--- config.mk ---
export PLATFORM = sky130hd
export DESIGN_NAME = led7seg_scan_mux
export DESIGN_NICKNAME = d
export VERILOG_FILES = /design/src/rtl/led7seg_scan_mux.sv
export SDC_FILE = /design/constraint.sdc
export NUM_CORES = 1
export LEC_CHECK = 0
export CAP_MARGIN = 10
export CORE_MARGIN = 3
export CORE_UTILIZATION = 45
export CTS_CLUSTER_SIZE = 16
export DETAILED_ROUTE_END_ITERATION = 16
export PLACE_DENSITY_LB_ADDON = 0.1
export SLEW_MARGIN = 30
export SYNTH_ARGS = -nofsm -noshare
export SYNTH_HDL_FRONTEND = slang
export SYNTH_SLANG_ARGS = --single-unit
--- constraint.sdc ---
create_clock -name clk20M -period 7.15 [get_ports clk20M]
set_clock_uncertainty 0.1 [all_clocks]
set_input_delay 0.715 -clock clk20M [delete_from_list [all_inputs] [get_ports clk20M]]
set_output_delay 0.715 -clock clk20M [all_outputs]
set_load 0.02 [all_outputs]
--- src/rtl/led7seg_scan_mux.sv ---
// Time-multiplexes four static 7-seg patterns onto one shared segment bus with
// dead-time blanking, 3-bit PWM brightness and tear-free per-frame snapshots.
module led7seg_scan_mux #(
    parameter int REFRESH_DIV  = 20000,
    parameter int BLANK_CYCLES = 200
) (
    input  logic       clk20M,
    input  logic       Reset,
    input  logic       enable,
    input  logic [6:0] hex0,
    input  logic [6:0] hex1,
    input  logic [6:0] hex2,
    input  logic [6:0] hex3,
    input  logic [2:0] brightness,
    output logic [6:0] seg,
    output logic [3:0] dig,
    output logic       frame_tick
);

    localparam logic [1:0] S_OFF   = 2'd0;
    localparam logic [1:0] S_BLANK = 2'd1;
    localparam logic [1:0] S_DRIVE = 2'd2;
    localparam logic [1:0] S_DARK  = 2'd3;

    localparam logic [15:0] P_LAST  = 16'(REFRESH_DIV - 1);
    localparam logic [15:0] P_BLANK = 16'(BLANK_CYCLES);
    localparam logic [15:0] P_UNIT  = 16'((REFRESH_DIV - BLANK_CYCLES) >> 3);

    logic [1:0]      r_state;
    logic [15:0]     r_pos;
    logic [1:0]      r_idx;
    logic [2:0]      r_bright_q;
    logic [6:0]      r_seg;
    logic [3:0]      r_dig;
    logic            r_frame_tick;

    logic [3:0][6:0] w_hex;
    logic [3:0][6:0] w_snap_eff;
    logic            w_frame_start;
    logic            w_slot_end;
    logic [2:0]      w_bright_eff;
    logic [3:0]      w_bright_p1;
    logic [15:0]     w_on_len;
    logic [15:0]     w_pos_next;
    logic [1:0]      w_cur_phase;
    logic [1:0]      w_state_next;

    function automatic logic [1:0] f_phase(input logic [15:0] p, input logic [15:0] len);
        if (p < P_BLANK)
            return S_BLANK;
        else if (p < P_BLANK + len)
            return S_DRIVE;
        else
            return S_DARK;
    endfunction

    assign w_hex         = {hex3, hex2, hex1, hex0};
    assign w_frame_start = enable && (r_pos == 16'd0) && (r_idx == 2'd0);
    assign w_slot_end    = (r_pos == P_LAST);

    // During the snapshot cycle the live inputs stand in for the not-yet-loaded snapshot.
    assign w_bright_eff  = w_frame_start ? brightness : r_bright_q;
    assign w_bright_p1   = {1'b0, w_bright_eff} + 4'd1;
    assign w_on_len      = P_UNIT * {12'd0, w_bright_p1};
    assign w_pos_next    = w_slot_end ? 16'd0 : r_pos + 16'd1;
    assign w_cur_phase   = (r_state == S_OFF) ? f_phase(16'd0, w_on_len) : r_state;
    assign w_state_next  = f_phase(w_pos_next, w_on_len);

    genvar gi;
    generate
        for (gi = 0; gi < 4; gi++) begin : g_snap
            logic [6:0] r_snap;
            always_ff @(posedge clk20M) begin
                if (Reset)
                    r_snap <= 7'h7F;
                else if (w_frame_start)
                    r_snap <= w_hex[gi];
            end
            assign w_snap_eff[gi] = w_frame_start ? w_hex[gi] : r_snap;
        end
    endgenerate

    always_ff @(posedge clk20M) begin
        if (Reset)
            r_bright_q <= 3'd0;
        else if (w_frame_start)
            r_bright_q <= brightness;
    end

    always_ff @(posedge clk20M) begin
        if (Reset || !enable) begin
            r_state      <= S_OFF;
            r_pos        <= 16'd0;
            r_idx        <= 2'd0;
            r_dig        <= 4'hF;
            r_seg        <= 7'h7F;
            r_frame_tick <= 1'b0;
        end else begin
            r_state      <= w_state_next;
            r_pos        <= w_pos_next;
            r_idx        <= w_slot_end ? r_idx + 2'd1 : r_idx;
            r_frame_tick <= w_frame_start;
            if (w_cur_phase == S_DRIVE) begin
                r_dig <= ~(4'b0001 << r_idx);
                r_seg <= w_snap_eff[r_idx];
            end else begin
                r_dig <= 4'hF;
                r_seg <= 7'h7F;
            end
        end
    end

    assign seg        = r_seg;
    assign dig        = r_dig;
    assign frame_tick = r_frame_tick;

endmodule

==> results of run 1 <==
## metal layers
metal / wire length (µm) / vias up / global-route usage
met5: 0 / - / 0
met4: 83 / 0 / 0.04274
met3: 393 / 8 / 0.03476
met2: 4294 / 62 / 0.2818
met1: 4565 / 1590 / 0.2398
li1: - / 1734 / -
## cell families (layout without fill, tap and decap cells)
kind of cell	after synthesis	in the layout
compound gates	76	76
xor+xnor	31	31
fa+ha+maj	56	56
buf+inv	46	88
flops	63	63
mux	21	21
simple gates	171	171
## state kept, by name, summed over array words and instances (netlist names)
name / count
seg: 7
dig: 4
r_bright_q: 3
r_idx: 2
frame_tick: 1
g_snap.r_snap: 28
r_pos: 16
r_state: 2
## worst max path at each step
stage / from / endpoint / slack, ps
finish: enable / r_state[0] / 580
global route: enable / r_state[0] / 0.6
CTS: enable / r_state[0] / 570
detailed placement: enable / r_state[0] / 220
global placement: enable / r_state[0] / 390
floorplan: r_idx[0] / r_state[0] / 150
## synthesized netlist by cell type, drive strengths merged (2+ instances only)
library cell,count,share of area
clkbuf,10,0.0089
nor3,10,0.011
dfxtp,63,0.29
o21a,3,0.0052
o311ai,2,0.0040
nor2b,28,0.040
xnor2,21,0.042
nand4,6,0.0086
a211o,26,0.052
o21ai,12,0.015
inv,20,0.018
a21o,7,0.012
and4,2,0.0040
nand3,22,0.026
or2,3,0.0043
mux4,13,0.067
and3,5,0.0072
nand2,30,0.027
mux2i,7,0.016
nor2,27,0.023
and2,17,0.025
ha,55,0.16
a2111oi,3,0.0075
nor4,8,0.016
nand2b,5,0.0072
nor3b,3,0.0052
or3,2,0.0052
a21oi,13,0.018
nand4b,2,0.0040
xor2,10,0.020
buf,16,0.023
## tightest hold or removal path, cell delays in order (launching register included)
cell      delay, ps
dfxtp_1         310
mux2i_1          70
nand2b_1         60
## per-stage QoR
| step | hold slack, ps | instance area [µm²] |
|---|---|---|
| detailed placement | 357.9 | 4887 |
| finish | 366.9 | 5117 |
| global route | 417.6 | 5117 |
| global placement | 347.0 | 4887 |
| floorplan | 318.5 | 4362 |
| CTS | 374.9 | 5117 |
## cell type report
cell class	instances	area [µm²]
Multi-Input combinational cell	355	2884
Timing Repair Buffer	52	503.0
Inverter	20	77.57
Clock buffer	10	137.6
Clock inverter	6	92.59
Tap cell	129	161.4
Sequential cell	63	1261
Fill cell	878	4210
## power breakdown
part	switching, mW	internal [mW]
Sequential	0.00723	0.367
Clock	0.150	0.208
Combinational	0.182	0.169
==> flow_results.org, run 1 <==
** Run status
- The flow ran to the end, and the final reports show no timing, DRC or antenna violations.

** Setup path
- Measured in cells, the most critical reg-to-reg path has a length of 26.
- Counting buffers and inverters, the worst setup path is 25 cells deep.
- Setup crit start kind :: primary input
- In this design, the largest share of critical-path delay is due to adder cells.
- Arrival time reported for the critical path endpoint :: about 6700 ps
- Crit Reg-Reg Startpoint :: r_idx[1]
- In this run the critical register-to-register path is captured at r_state[0].
- Counting stages on the worst path, the most repeated cell is ha_1.
- Worst stage delay on the critical path :: 530 ps
- Cell at the slowest stage of the critical path :: a2111oi_0
- In this run the worst path has a maximum fanout of 6.
- Together, buffers and inverters on the worst path number 2.
- At the worst endpoint, the required time is between 7000 and 8000 ps.
- The worst setup path is of the primary input to register kind.
- Reg2Reg Setup Slack :: 700 ps
- Type of destination of the critical path :: register

** Placed design
- Total of buffers placed on input and output ports :: 45
- Total half-perimeter wirelength after legalization and detailed placement :: 7.050 mm
- Placed Cells incl. Taps :: a little over 600
- Routability-driven placement finished with a final weighted congestion of 0.8264.
- Before CTS, the worst setup slack after placement is around 220 ps.

** Worst hold path
- The worst hold path passes through 2 cells.
- For hold timing, the worst endpoint is g_snap[1].r_snap[6].
- Worst min-delay path startpoint :: g_snap[1].r_snap[6]
- In this run the worst hold path is classified as register to register.

** Finish
- Antenna Diode Count :: 0
- The area growth from synthesis to layout is 17.33%.
- Non-filler instance count after layout :: about 640
- The top cell types in the final layout, fill and taps aside, are dfxtp_1 (63), ha_1 (55), clkdlybuf4s50_1 (45).
- Share of post-route cells with drive strength above 1 :: 0.1087
- For this run, the share of the core covered by cells in the final layout is 0.5486.
- Nets@finish :: between 500 and 600
- The library cell used most frequently in the layout, excluding fill and tap cells, is dfxtp_1.

** Synth
- Summing every instance area after synthesis gives about 4400 µm².
- Of the total synthesized cell area, the portion taken by XOR and XNOR cells is 0.06225.
- Compound-gate portion of the synthesized area :: 0.1317
- Of the total synthesized cell area, the portion taken by full adders, half adders and majority gates is 0.1624.
- Synth cell types :: a little under 60
- Of the total synthesized cell area, the portion taken by AND, OR, NAND and NOR gates is 0.2180.
- In this run, synthesis produced a sequential element count of 63.
- Counting every instance in the synthesized netlist gives 464.
- By area, the combinational part of the netlist is dominated by simple AND/OR/NAND/NOR gates.
- Sequential area share after synthesis :: 0.2892
- Count of synthesis-stage warnings from yosys :: 0
- After synthesis, the mean cell area works out to between 9 and 10 µm².
- When the netlist entered floorplanning its net count stood at 554.
- The most used flip-flop cell after synthesis is dfxtp_1.
- Share of cell area taken by muxes after synthesis :: 0.08663
- For this run, asynchronously set or reset flops after synthesis account for 0.
- Count of flip-flops with a built-in enable after synthesis :: 0

** Clock network
- Gates resized, CTS repair :: 0
- Clk sink count :: 63
- Clock latency on the worst-skew pair, taken at its later pin, is ~340 ps.
- Buffers inserted during clock tree synthesis total 9.
- After clock tree synthesis, the clock-pin slew on the worst setup and hold paths is 80 ps.
- The root buffer cell chosen for the clock tree is clkbuf_8.
- Number of H-tree branching levels :: 3
- Hold buffers post-CTS :: 0
- After clock tree synthesis, the setup repair step added 0 buffers.
- CTS tree :: done
- Counting along the longest clock path gives a buffer depth of 2.

** Timing
- Max-slew headroom :: 0.5157
- Final hold violation count :: 0
- Dividing the final minimum period by the clock period gives 0.9194.
- Setup WS post-layout :: 576.0 ps
- The count of pins over their slew limit was 0.
- For the pin with the worst max-slew slack, the measured transition is 725.0 ps.
- The smallest clock period supported by the final layout is computed as 6574 ps.
- Final Setup Violations :: 0
- Setup repair after global routing left no endpoint under its margin.
- Derived from the worst setup path, the maximum achievable clock frequency is 152.1 MHz.
- Sum of negative setup slack :: 0 ps

** Global route
- Number of global-route vias before repair :: 3247
- Global router's overall resource usage :: 0.1747
- The first global-routing pass estimated 15.59 mm of wire.
- Maximum number of pins on one net before global-route repair :: slightly below 70
- Number of antenna violations at the first check in global routing :: 0
- After global routing the overflow that remains totals 0.

** Flow run
- Across the run, the number of max-cap violations was 0.

** Die
- The die is 104.5 µm wide.
- Number of top-level pins :: 46
- The initial utilization of the core area, before any placement, comes to 0.4676.
- From bottom edge to top edge, the die measures 104.5 µm.
- Standard-cell row count :: 35
- Area of the core :: 9328 µm²
- Die ar. :: roughly 11000 µm²

** Power and ir drop
- Total power draw :: between 1 and 1.5 mW
- Worst IR drop on VDD :: 0.1014 mV
- For this design the ratio of total power to cell area is approximately 210 nW/µm².
- Leak Pwr :: 2.140 nW

** Drt
- Number of violations reported at the end of detailed-routing iteration 0 :: 89
- The count of nets left with antenna violations once routing finished came out at 0.
- The detailed router placed approximately 3.4k vias in this run.
- Total Wirelength :: 9.336 mm
- Dividing the detail-routed wire length by the instance count gives 14.70 µm.
- 1st-pass router iterations :: 5
- Mean number of vias per cell :: 5.345
- For this run, design rule violations remaining after detail routing come to 0.
No activity file was read; power rests on OpenSTA's default activity.
==> run 2, diff against run 1 <==
CTS_CLUSTER_DIAMETER = 80   (was default)
SETUP_SLACK_MARGIN = 0.4   (was default)
SKIP_CTS_REPAIR_TIMING = 1   (was default)
==> run 2 against run 1 <==
- worst setup slack better by 220 ps
- critical path depth unchanged
- clock-buffer cell count decreased by 1
- critical path type unchanged
- critical endpoint unchanged
==> flow_results.org, run 2 (same netlist as run 1, synthesis figures left out) <==
** Finish
- The top cell types in the final layout, fill and taps aside, are dfxtp_1 (63), ha_1 (54), clkdlybuf4s50_1 (45).
- The fill cell total of the finished layout was 869 (-1.0%).
- Most frequent standard cell in the layout excluding fill and tap cells :: dfxtp_1
- Flip-flop count of the largest register, all copies and words added :: 28 (unchanged)
- Nets@finish :: 591 (unchanged)
- Counting flops per register, the top entry is g_snap.r_snap.
- The final standard cell utilization of the core is 0.5490 (about the same).
- The share of final-layout standard cells stronger than drive strength 1 is 0.1206 (+0.01186).
- Non-filler instance count after layout :: 635 (unchanged)
- Antenna Diode Count :: 0 (unchanged)
- The post-route cell area came to 5121 µm² (about the same).
- The layout-stage area growth over the synthesis result was 17.41% (about the same).

** Timing
- The count of final setup violators is 0 (unchanged).
- Max-slew headroom :: 0.5618 (+0.04616)
- Max-slew violation total from the final report :: 0 (unchanged)
- The number of hold-slack violations in the final timing report was 0 (unchanged).
- Setup repair after global routing left no endpoint under its margin.
- The setup TNS came to 0 ps (unchanged).
- The maximum achievable frequency was 157.5 MHz (+3.5%).
- Transition time of the tightest slew-check pin :: 657.3 ps (-67.74 ps)
- The post-route minimum period is 6350 ps (-224.4 ps).
- The share of the cycle needed by the critical path after routing is 0.8880 (-0.03139).
- The final hold slack is 369.7 ps (+2.764 ps).

** Clock network
- Number of buffers between clock root and the deepest sink :: 2 (unchanged)
- The total number of clock tree sinks is 63 (unchanged).
- TritonCTS built the clock tree.
- Insertion delay of the later-clocked pin in the worst-skew pair :: 340 ps (about the same)
- The register clock-pin slew on the reported worst setup and hold paths came to 70 ps (about the same).
- The number of H-tree levels is 3 (unchanged).
- Root buf cell :: clkbuf_8
- The number of buffers created by CTS was 9 (unchanged).

** Power and ir drop
- Sequential share of power :: 0.368 (+0.022)
- Clock network power share :: 0.266 (-0.064)
- The power density over the cells was 198.2 nW/µm² (-6.2%).
- Switching power share of the total :: 0.3385 (+0.02518)
- The worst supply voltage drop on vdd was 0.09154 mV (-9.7%).
- The net switching power is 343.7 µW (+1.4%).
- Cell-internal power :: 671.5 µW (-9.6%)
- The combinational fraction of design power came to 0.366 (+0.042).
- Leak Pwr :: 2.140 nW (about the same)

** Setup path
- Critical path type :: primary input to register
- Among all stages on the critical path, the largest delay is contributed by clkdlybuf4s50_1.
- Arrival time reported for the critical path endpoint :: 6470 ps (-240 ps)
- Largest fanout on the critical path :: 6 (unchanged)
- The longest individual stage delay on the worst path is 500 ps (-30 ps).
- In this design, the critical path's most frequently occurring cell is ha_1.
- Crit path required time :: 7270 ps (about the same)
- STA classifies the critical path endpoint as a register.
- STA classifies the critical path startpoint as a primary input.

** Global route
- Met1 track demand over resource in global routing :: 0.2405 (+0.0006773)
- The via count of the first global-routing pass is 3327 (+2.5%).
- Most congested layer reported by global routing :: met2
- Global-route wire length before repair :: 15.93 mm (+2.2%)
- The final global-route overflow total was 0 (unchanged).
- The number of antenna violations at the first check in global routing was 0 (unchanged).
- Met3 track demand over resource :: 0.03476 (unchanged)
- The met2 track demand over resource came to 0.2874 (+0.005535).
- The total track usage came to 0.1769 (+0.002202).
- The maximum number of pins on one net before global-route repair is 68 (unchanged).

** Die
- Area of the core :: 9328 µm² (unchanged)
- The count of boundary I/O pins came to 46 (unchanged).
- The total die area was 10910 µm² (unchanged).
- Die Span Y :: 104.5 µm (unchanged)
- The die extent in x was 104.5 µm (unchanged).
- Starting utilization of the core area :: 0.4676 (unchanged)
- The number of rows created at floorplan came to 35 (unchanged).

** Placed design
- The detailed-placement wirelength estimate came to 7.181 mm (+1.9%).
- Placed Cells incl. Taps :: 619 (unchanged)
- Total of buffers placed on input and output ports :: 45 (unchanged)
- Cell area reported after detailed placement :: 4887 µm² (unchanged)
- Final weighted congestion of routability-driven global placement :: 0.8506 (+2.9%)

** Worst hold path
- Worst Hold Class :: register to register

** Drt
- Number of violations reported at the end of detailed-routing iteration 0 :: 111 (+25%)
- The vias per cell came to 5.369 (+0.44%).
- 1st-pass router iterations :: 4 (-1)
- The routed wire length is 9.336 mm (unchanged).
- The total DRC errors in the routed layout is 0 (unchanged).
- The detail-routed net length per standard cell was 14.70 µm (unchanged).
- The count of antenna-violating nets left after detailed routing came to 0 (unchanged).
- The via total after detailed routing was 3409 (+0.44%).

** Flow run
- The max-cap violation count came to 0 (unchanged).

** Run status
- Outcome :: complete, no violations
[run 2: worst paths after layout]
check	start	end	slack (ps)	cells after the start
max	enable	r_state[0]	800	25
min	g_snap[1].r_snap[6]	g_snap[1].r_snap[6]	370	2
max reg2reg	r_idx[1]	r_state[0]	920	26
min reg2reg	g_snap[1].r_snap[6]	g_snap[1].r_snap[6]	370	2
[run 2: metal layers]
metal | vias up | part of all wire
met5 | - | 0
met4 | 0 | 0.010
met3 | 9 | 0.040
met2 | 68 | 0.47
met1 | 1592 | 0.48
li1 | 1740 | -
[run 2: cell type report]
cell class	instances	area, µm²	area share
clock buffers	9	123.9	0.02419
clock inverters	7	48.80	0.009528
inverters	20	77.57	0.01515
multi-input cells	355	2945	0.5751
flip-flops and latches	63	1261	0.2463
well taps	129	161.4	0.03152
repair buffers	52	503.0	0.09822
[run 2: power groups by stage]
stage	Combinational, mW	Clock (mW)	Sequential, mW
detailed placement	0.354	0	0.382
global placement	0.348	0	0.381
CTS	0.357	0.284	0.374
floorplan	0.267	0	0.380
finish	0.371	0.270	0.374
global route	0.422	0.299	0.375
[run 2: stage by stage]
stage / power (mW) / worst slack (ps)
floorplan: 0.6467 / 407.4
global placement: 0.7293 / 359.7
detailed placement: 0.7357 / 216.3
CTS: 1.015 / 560.6
global route: 1.096 / 375.2
finish: 1.015 / 800.5
[run 2: critical path: cells and delay by family]
kind / cells / cell delay, ps
and+or+nand+nor: 7 / 980
muxes: 1 / 350
AOI/OAI and AO/OA: 7 / 1550
xor gates and xnor gates: 1 / 180
buffers and inverters: 2 / 680
adders and majority gates: 7 / 1990
